`src/rtl/demux_pkg.sv`:
```
// Shared types and constants for the tdm_demux8 receive path.
package demux_pkg;

    localparam int SLOT_W_DEF = 3;
    localparam int LANES      = 8;

    typedef enum logic {
        HUNT = 1'b0,
        RECV = 1'b1
    } state_t;

endpackage

```
`src/rtl/dec3to8.sv`:
```
// 3-to-8 one-hot decoder; the receive-side mirror of the M8 selector.
module dec3to8
    import demux_pkg::*;
(
    input  logic [2:0]       sel,
    input  logic             en,
    output logic [LANES-1:0] onehot
);

    // NOTE: default assignment first so every path drives onehot and no latch is inferred.
    always_comb begin
        onehot = '0;
        if (en) begin
            onehot[sel] = 1'b1;
        end
    end

endmodule

```
`src/rtl/tdm_demux8.sv`:
```
// Time-division demultiplexer: serial slots -> registered 8-bit word with valid strobe.
// Define DEMUX_SYNC_CHECK_EN to require sync on every slot 0; otherwise runs in flywheel mode.
module tdm_demux8
    import demux_pkg::*;
#(
    parameter int SLOT_W = SLOT_W_DEF
) (
    input  logic                 clk,
    input  logic                 rst,
    input  logic                 en,
    input  logic                 din,
    input  logic                 sync,
    output logic [2**SLOT_W-1:0] y,
    output logic                 valid,
    output logic [SLOT_W-1:0]    slot,
    output logic                 locked,
    output logic                 err
);

    localparam int NLANES = 2**SLOT_W;

`ifdef DEMUX_SYNC_CHECK_EN
    localparam bit SYNC_CHECK = 1'b1;
`else
    localparam bit SYNC_CHECK = 1'b0;
`endif

    state_t              state;
    logic [NLANES-1:0]   shadow;
    logic [NLANES-1:0]   we;
    logic [SLOT_W-1:0]   write_sel;
    logic                early_sync;
    logic                sync_miss;
    logic                write_ok;
    logic                frame_done;

    // Any accepted sync restarts the frame, so the write lands in lane 0 regardless of slot.
    always_comb begin
        early_sync = (state == RECV) && sync && (slot != '0);
        sync_miss  = SYNC_CHECK && (state == RECV) && !sync && (slot == '0);
        write_ok   = (state == HUNT) ? sync : !sync_miss;
        write_sel  = sync ? '0 : slot;
        frame_done = (state == RECV) && !sync && (slot == '1);
    end

    dec3to8 u_dec (
        .sel    (write_sel),
        .en     (en && write_ok),
        .onehot (we)
    );

    // NOTE: sequential state uses non-blocking assignments so every register sees pre-edge values.
    always_ff @(posedge clk or posedge rst) begin
        if (rst) begin
            state  <= HUNT;
            slot   <= '0;
            shadow <= '0;
            y      <= '0;
            valid  <= 1'b0;
            err    <= 1'b0;
            locked <= 1'b0;
        end else begin
            valid <= 1'b0;
            err   <= 1'b0;

            for (int k = 0; k < NLANES; k++) begin
                if (we[k]) begin
                    shadow[k] <= din;
                end
            end

            if (en) begin
                case (state)
                    HUNT: begin
                        if (sync) begin
                            state  <= RECV;
                            slot   <= SLOT_W'(1);
                            locked <= 1'b1;
                        end
                    end
                    RECV: begin
                        if (early_sync) begin
                            err  <= 1'b1;
                            slot <= SLOT_W'(1);
                        end else if (sync_miss) begin
                            err    <= 1'b1;
                            state  <= HUNT;
                            slot   <= '0;
                            locked <= 1'b0;
                        end else begin
                            slot <= slot + SLOT_W'(1);
                            if (frame_done) begin
                                y     <= {din, shadow[NLANES-2:0]};
                                valid <= 1'b1;
                            end
                        end
                    end
                    default: state <= HUNT;
                endcase
            end
        end
    end

endmodule
```
`config.mk`:
```
export PLATFORM = sky130hd
export DESIGN_NAME = tdm_demux8
export DESIGN_NICKNAME = d
export VERILOG_FILES = /design/src/rtl/demux_pkg.sv /design/src/rtl/dec3to8.sv /design/src/rtl/tdm_demux8.sv
export SDC_FILE = /design/constraint.sdc
export NUM_CORES = 1
export LEC_CHECK = 0
export CELL_PAD_IN_SITES_DETAIL_PLACEMENT = 0
export CELL_PAD_IN_SITES_GLOBAL_PLACEMENT = 1
export CORE_MARGIN = 5
export CORE_UTILIZATION = 43
export DETAILED_ROUTE_END_ITERATION = 7
export GPL_TIMING_DRIVEN = 1
export PLACE_DENSITY_LB_ADDON = 0.2
export SLEW_MARGIN = 20
export SYNTH_ARGS = -nofsm -noshare
export SYNTH_HDL_FRONTEND = slang
export SYNTH_HIERARCHICAL = 1
export SYNTH_SLANG_ARGS = --single-unit
```
`constraint.sdc`:
```
create_clock -name clk -period 2.4 [get_ports clk]
set_input_delay 0.48 -clock clk [delete_from_list [all_inputs] [get_ports clk]]
set_output_delay 0.48 -clock clk [all_outputs]
set_load 0.01 [all_outputs]
```
==> impl_metrics.toml, run 1 <==
[outcome]
status = "complete, no violations"

[power_and_ir_drop]
power_density_nw_per_um2 = 1020
ir_drop_mv = 0.605
p_leak_nw = 0.617
power.total_mw = 1.31

[global_routing]
grt_max_degree = 23
grt_overflow = 0
antenna_found_initial = 0
grt_pass1_wl_mm = 2.85
grt_pass1_vias = 640
grt.total_usage = 0.109

[logic_synthesis]
synth_area_per_cell_um2 = 13.5
yosysWarningCount = 6
syn_nets = 82
synth_cells = 74
syn_area_um2 = 1000

[die]
rows = 17
start_util = 0.452
core_um2 = 2210
die_w_um = 58.2
io_pins = 19
die-area_um2 = 3390
die_y_um = 58.2

[place]
dp_hpwl_mm = 1.23
portBuffers = 18
gp_congestion = 0.750

[timing]
fin_crit_ns = 1.84
setup_viol = 0
fin_worst_skew_ns = 0.00404
rsz0062_at_grt = "no"
worst_pin_slew_ns = 0.371
slew_viol_final = 0
final.setup.tns_ns = 0
post-route-period-util = 0.768
fmax_mhz = 543
final_hold_viol_count = 0
relSlewSlack = 0.752

[cells_and_area]
fin_util = 0.577
layout-drive-gt1-share = 0.268
areaGrowthSynthToFinish_pct = 27.5
finalNetCount = 106
antenna_cells = 0

[cts]
cts_made_buffers = 3
cts_setup_buffers = 0
postCtsHoldBufs = 0
clk_pin_slew_ns = 0.12
cts_resized = 0
tritoncts = "yes"
clk_latency_ns = 0.30
htree_num_levels = 1
root_buffer = "clkbuf_4"
cts.path.max_buffers = 2
clock-sinks = 22

[setup_path]
start_kind = "input pin"
worstPathMaxFanout = 9
cp.required_ns = 2.61
criticalPathCategory = "input pin to flop"
end_kind = "flop"
cp.arrival_ns = 2.05

[drt]
drt_wl_total_mm = 1.66
vias = 640
wl_per_cell_um = 13.3
first_pass_iters = 2
via_per_inst = 5.12
drtIter0Drc = 8
drtAntennaViolNets = 0
route.detailed.drc = 0

[worst_hold_path]
hold_class = "input pin to asynchronous set/reset pin"

[run]
maxCapViolCount = 0
-- state kept, by name, summed over array words and instances, names as in the netlist --
signal  cells
y           8
err         1
slot        3
shadow      7
valid       1
state       1
locked      1
-- routing by layer --
layer	wire length [um]	GRT usage	vias to the layer above
li1	-	-	313
met1	791	0.139	315
met2	782	0.174	12
met3	84	0.0267	0
met4	0	0.0497	0
met5	0	0	-
-- power by group --
group | internal [mW] | total [mW] | switching, mW
clock | 0.169 | 0.281 | 0.112
sequential | 0.498 | 0.571 | 0.0731
combinational | 0.273 | 0.456 | 0.183
-- stage by stage --
step	setup slack [ns]	instance area [um2]	instances	hold slack (ns)
CTS	0.553	1280	125	0.495
floorplan	0.826	1000	74	0.469
global placement	0.264	1220	121	0.460
detailed placement	0.206	1220	121	0.471
global route	0.516	1280	125	0.501
finish	0.557	1280	125	0.490
-- layout by cell type, fill, tap and decap left out --
| cell | n |
|---|---|
| nand2b_1 | 3 |
| nor4b_2 | 1 |
| mux2_2 | 15 |
| clkbuf_4 | 3 |
| inv_1 | 5 |
| and4bb_1 | 2 |
| o2bb2ai_1 | 1 |
| o21bai_1 | 1 |
| and4b_1 | 1 |
| bufinv_16 | 1 |
| a221o_1 | 1 |
| nand4b_4 | 1 |
| dfrtp_1 | 22 |
| nor2b_1 | 1 |
| buf_4 | 2 |
| and4b_2 | 2 |
| nand3_1 | 1 |
| nor2_1 | 4 |
| o21ai_0 | 1 |
| and4bb_2 | 1 |
| ha_1 | 3 |
| o21a_1 | 1 |
| clkdlybuf4s50_1 | 18 |
| nand2_1 | 4 |
| a21oi_1 | 2 |
-- path summary, 6_finish.rpt --
| kind | endpoint | start | slack, ns | cells after the start |
|---|---|---|---|---|
| setup / recovery | shadow[0] | sync | 0.56 | 4 |
| hold / removal | y[1] | rst | 0.49 | 3 |
| setup reg to reg | shadow[5] | slot[2] | 0.87 | 3 |
| hold reg to reg | locked | locked | 0.49 | 1 |
| max in group asynchronous | shadow[4] | rst | 1.70 | 3 |
| min in group clk | locked | locked | 0.49 | 1 |
-- cell type report --
type / instances / area (um2)
Clock buffer: 3 / 22.5
Clock inverter: 1 / 30.0
Fill cell: 205 / 936
Inverter: 5 / 18.8
Multi-Input combinational cell: 46 / 424
Sequential cell: 22 / 551
Tap cell: 28 / 35.0
Timing Repair Buffer: 20 / 195
-- critical path, stage by stage --
cell             delay (ns)
clkdlybuf4s50_1        0.64
o21a_1                 0.32
nor4b_2                0.25
mux2_2                 0.36
No activity file was read; power rests on OpenSTA's default activity.
==> run 2: changes to the inputs <==
--- a/config.mk
+++ b/config.mk
@@ -8,7 +8,7 @@
 export CELL_PAD_IN_SITES_DETAIL_PLACEMENT = 0
 export CELL_PAD_IN_SITES_GLOBAL_PLACEMENT = 1
 export CORE_MARGIN = 5
-export CORE_UTILIZATION = 43
+export CORE_UTILIZATION = 36
 export DETAILED_ROUTE_END_ITERATION = 7
 export GPL_TIMING_DRIVEN = 1
 export PLACE_DENSITY_LB_ADDON = 0.2
==> constraint.sdc (replaced) <==
create_clock -name clk -period 1.6 [get_ports clk]
set_input_delay 0.32 -clock clk [delete_from_list [all_inputs] [get_ports clk]]
set_output_delay 0.32 -clock clk [all_outputs]
set_load 0.01 [all_outputs]
==> run 2 against run 1 <==
Clock-buffer cell count unchanged. Total power increased by 36%. Register-to-register slack got worse by 0.79 ns.
==> impl_metrics.toml, run 2 (same netlist as run 1, synthesis figures left out) <==
[outcome]
status = "complete, no violations"

[setup_path]
cp.arrival_ns = 1.71
cp.required_ns = 1.79
worstPathMaxFanout = 9
reg2reg_depth = 4
end_kind = "flop"
start_kind = "flop"
criticalPathCategory = "flop to flop"

[power_and_ir_drop]
ir_drop_mv = 0.761
p_leak_nw = 0.652
power_density_nw_per_um2 = 1380
power.total_mw = 1.78

[cts]
cts_made_buffers = 3
tritoncts = "yes"
clk_latency_ns = 0.30
cts.path.max_buffers = 2
root_buffer = "clkbuf_4"
clock-sinks = 22
clk_pin_slew_ns = 0.12
htree_num_levels = 1

[timing]
rsz0062_at_grt = "no"
hold_slack_ns = 0.329
slew_viol_final = 0
fin_worst_skew_ns = 0.00734
fin_crit_ns = 1.52
fmax_mhz = 659
final_hold_viol_count = 0
post-route-period-util = 0.948
worst_pin_slew_ns = 0.299
relSlewSlack = 0.800
worst_slack_ns = 0.0828
setup_viol = 0

[place]
dp_hpwl_mm = 1.28
portBuffers = 18
dpl-instance-area_um2 = 1250
dp_slack_ns = -0.291
gp_congestion = 0.717

[run]
maxCapViolCount = 0

[die]
die-area_um2 = 3940
die_w_um = 62.7
rows = 19
core_um2 = 2710
io_pins = 19
die_y_um = 62.7
start_util = 0.369

[global_routing]
antenna_found_initial = 0
grt_max_degree = 23
grt.total_usage = 0.104
grt_overflow = 0
grt_pass1_vias = 689
grt_pass1_wl_mm = 3.26

[worst_hold_path]
hold_class = "input pin to asynchronous set/reset pin"

[cells_and_area]
areaGrowthSynthToFinish_pct = 28.6
final_common_cell = "dfrtp_1"
layout-drive-gt1-share = 0.323
finalNetCount = 109
largest_registers = "y: 8 flops, shadow: 7 flops, slot: 3 flops"
fill_cells = 253
registers.top_by_ff_count = "y"
largest_reg_flops = 8
antenna_cells = 0
final_cell_area_um2 = 1290
final_cell_mix = "dfrtp_1, mux2_2, clkdlybuf4s50_1, inv_1, buf_4"

[drt]
wl_per_cell_um = 13.8
drt_wl_total_mm = 1.79
route.detailed.drc = 0
drtAntennaViolNets = 0
first_pass_iters = 2
vias = 647
drtIter0Drc = 6
via_per_inst = 4.98
## run 2: metrics by stage
stage	cells	TNS (ns)	util
2_1_floorplan	74	0	-
3_3_place_gp	127	-2.63	0.461
3_5_place_dp	127	-2.83	0.461
4_1_cts	130	0	0.469
5_1_grt	130	0	0.475
6_report	130	0	0.475
## run 2: worst max-delay path: stages, from the launching register on
cell      delay [ns]
dfrtp_1         0.42
ha_1            0.22
ha_1            0.21
nand4b_4        0.19
mux2_2          0.36
## run 2: power by group
group	total [mW]	switching, mW	internal [mW]
logic	0.681	0.278	0.403
clock network	0.246	0.158	0.0879
registers	0.852	0.105	0.747
## run 2: final timing paths
kind | to | slack, ns | from
setup / recovery | y[6] | 0.08 | slot[0]
hold / removal | err | 0.33 | rst
setup reg to reg | y[6] | 0.08 | slot[0]
hold reg to reg | locked | 0.50 | locked
max in group asynchronous | y[4] | 1.04 | rst
min in group clk | err | 0.48 | sync
## run 2: timing repair
action	4_1_cts	5_1_grt
resized for setup	1	7
hold buffers	0	0
setup endpoints to repair	1	8
endpoints found under the hold margin	0	0
pin swaps	0	0
cloned	0	0
buffers inserted	0	0
## run 2: area by class of cell
class	count	area, um2	area share
Sequential cell	22	551	0.428
Timing Repair Buffer	23	224	0.174
Multi-Input combinational cell	46	433	0.336
Tap cell	31	38.8	0.0301
Clock buffer	3	22.5	0.0175
Inverter	5	18.8	0.0146
## run 2: layer usage
metal	share of wire	track usage	vias up
met3	0.040	0.0324	5
li1	-	-	312
met2	0.46	0.158	11
met1	0.49	0.136	319
met4	0.016	0.0398	0
met5	0	0	-
==> run 3: changes to the inputs <==
--- a/config.mk
+++ b/config.mk
@@ -12,7 +12,7 @@
 export DETAILED_ROUTE_END_ITERATION = 7
 export GPL_TIMING_DRIVEN = 1
 export PLACE_DENSITY_LB_ADDON = 0.2
-export SLEW_MARGIN = 20
+export SLEW_MARGIN = 10
 export SYNTH_ARGS = -nofsm -noshare
 export SYNTH_HDL_FRONTEND = slang
 export SYNTH_HIERARCHICAL = 1
==> results of run 3 <==
Same layout as run 2: the final DEF is identical, and so are final timing and power.
==> RTL change: new RTL, settings of run 2 <==
Register the inputs `en`, `din` and `sync` before use. The logic sees them one clock later.
--- a/src/rtl/tdm_demux8.sv
+++ b/src/rtl/tdm_demux8.sv
@@ -19,6 +19,16 @@
 
     localparam int NLANES = 2**SLOT_W;
 
+    logic en_q;
+    logic din_q;
+    logic sync_q;
+
+    always_ff @(posedge clk) begin
+        en_q   <= en;
+        din_q  <= din;
+        sync_q <= sync;
+    end
+
 `ifdef DEMUX_SYNC_CHECK_EN
     localparam bit SYNC_CHECK = 1'b1;
 `else
@@ -36,16 +46,16 @@
 
     // Any accepted sync restarts the frame, so the write lands in lane 0 regardless of slot.
     always_comb begin
-        early_sync = (state == RECV) && sync && (slot != '0);
-        sync_miss  = SYNC_CHECK && (state == RECV) && !sync && (slot == '0);
-        write_ok   = (state == HUNT) ? sync : !sync_miss;
-        write_sel  = sync ? '0 : slot;
-        frame_done = (state == RECV) && !sync && (slot == '1);
+        early_sync = (state == RECV) && sync_q && (slot != '0);
+        sync_miss  = SYNC_CHECK && (state == RECV) && !sync_q && (slot == '0);
+        write_ok   = (state == HUNT) ? sync_q : !sync_miss;
+        write_sel  = sync_q ? '0 : slot;
+        frame_done = (state == RECV) && !sync_q && (slot == '1);
     end
 
     dec3to8 u_dec (
         .sel    (write_sel),
-        .en     (en && write_ok),
+        .en     (en_q && write_ok),
         .onehot (we)
     );
 
@@ -65,14 +75,14 @@
 
             for (int k = 0; k < NLANES; k++) begin
                 if (we[k]) begin
-                    shadow[k] <= din;
+                    shadow[k] <= din_q;
                 end
             end
 
-            if (en) begin
+            if (en_q) begin
                 case (state)
                     HUNT: begin
-                        if (sync) begin
+                        if (sync_q) begin
                             state  <= RECV;
                             slot   <= SLOT_W'(1);
                             locked <= 1'b1;
@@ -90,7 +100,7 @@
                         end else begin
                             slot <= slot + SLOT_W'(1);
                             if (frame_done) begin
-                                y     <= {din, shadow[NLANES-2:0]};
+                                y     <= {din_q, shadow[NLANES-2:0]};
                                 valid <= 1'b1;
                             end
                         end
Function: changed (Yosys sat finds a counterexample within 4 cycles, from zero or initial values and one cycle with rst high).
==> RTL change against run 2 <==
Core utilization increased by 0.90 points; via count increased by 2.2%; clock skew increased by 2.7 ps; highest routed layer unchanged; hold slack got worse by 4.6 ps; maximum frequency decreased by 1.7%; routed wire length decreased by 3.4%; worst setup slack got worse by 27 ps; combinational power decreased by 6.3%; power increased by 3.5%; synthesized cell count increased by 4.1%; synthesized area increased by 6.1%; cell area increased by 4.6%; die area increased by 5.1%; sequential cell count increased by 3; largest cell class unchanged; critical path type is now flop to output port.
==> RTL change: results (changes against run 2) <==
Max Buffers Root-to-Sink: 2 (unchanged)
RR Startpoint: slot[2]
slowest library cell on the worst path: sky130_fd_sc_hd__clkdlybuf4s50_1
# port buffers: 18 (unchanged)
drt drc: 0 (unchanged)
post-layout net count: 111 (+1.8%)
share of layout cells above drive strength 1: 33.3% (+1.0 points)
maximum ir drop on the vdd rail: 858 µV (+13%)
flop2flop setup slack: 80 ps
status: completed
clock skew after layout: 10.0 ps (+2.66 ps)
number of cells on the worst reg-to-reg path: 3 (-1)
largest registers: y x8, shadow x7, slot x3
maximum number of pins on one net before global-route repair: 23 (unchanged)
total number of H-tree levels: 1 (unchanged)
Top delay family on crit path: buffers and inverters
Critical Path AT: 1220 ps (-490 ps)
Max FO, Critical Path: 2 (-7)
transition time of the tightest slew-check pin: 370 ps (+70.1 ps)
peak per-stage delay on the critical path: 540 ps (+120 ps)
Inserted Clock Buffers: 3 (unchanged)
leakage: 0.691 nW (+6.0%)
vias in the first global route: 723 (+4.9%)
Synth warnings: 6 (unchanged)
root buffer cell: sky130_fd_sc_hd__clkbuf_4
initial antenna violation count: 0 (unchanged)
insertion delay to the later sink of the worst-skew pair: 310 ps
wire length of the first global-routing pass: 3220 µm (-1.0%)
total via count after detailed routing: 661 (+2.2%)
synthesized net count: 85 (+3.7%)
final weighted congestion in routability-driven placement: 0.682 (-4.8%)
Diodes inserted: 0 (unchanged)
All-Layer GR Usage: 9.81% (-0.54 points)
router iterations before antenna repair: 2 (unchanged)
end of the worst register-to-register path: shadow[4]
Clk pin slew, worst setup/hold paths: 130 ps
routed length per placed instance: 13.0 µm (-5.6%)
path class of the lowest-slack min-delay path: primary input to asynchronous set/reset pin
setup slack at placement: 40.5 ps (+332 ps)
number of violations reported at the end of detailed-routing iteration 0: 13 (+7)
post-DP HPWL: 1260 µm (-2.0%)
RTL change: report_power, final:
part           total [mW]  internal (mW)  switching (mW)
Combinational       0.638          0.378           0.260
Clock               0.273         0.0972           0.175
Sequential          0.929          0.818           0.111
RTL change: timing repair:
item                       4_1_cts  5_1_grt
gates resized for setup          2        7
setup endpoints to repair        1        8
pin swaps                        0        0
setup buffers                    0        0
RTL change: worst max-delay path by stage:
stage / cells after the start / from / slack (ps) / end
after CTS: 1 / slot[0] / 7 / slot[0]
after global routing: 1 / y[2] / 7 / y[2]
after floorplan: 3 / slot[2] / 180 / shadow[5]
after detailed placement: 3 / slot[2] / 40 / shadow[4]
final: 1 / y[1] / 60 / y[1]
after global placement: 3 / slot[2] / 60 / shadow[4]
RTL change: layer usage:
| layer | vias to the layer above | routed length [µm] | track usage, % |
|---|---|---|---|
| met5 | - | 0 | 0 |
| met1 | 323 | 834 | 12.8 |
| met3 | 2 | 76 | 1.75 |
| met4 | 0 | 17 | 5.34 |
| met2 | 13 | 805 | 15.3 |
| li1 | 323 | - | - |
RTL change: area by class of cell:
cell class | count | area [µm²]
clock buffers | 4 | 26.3
fillers | 266 | 1440
inverters | 5 | 18.8
multi-input cells | 46 | 430
flip-flops and latches | 25 | 613
well taps | 31 | 38.8
repair buffers | 22 | 219
RTL change: stage by stage:
step	instances	util (%)	hold slack, ps
2_1_floorplan	77	-	309
3_3_place_gp	129	46.9	463
3_5_place_dp	129	46.9	464
4_1_cts	133	47.8	333
5_1_grt	133	48.4	371
6_report	133	48.4	325
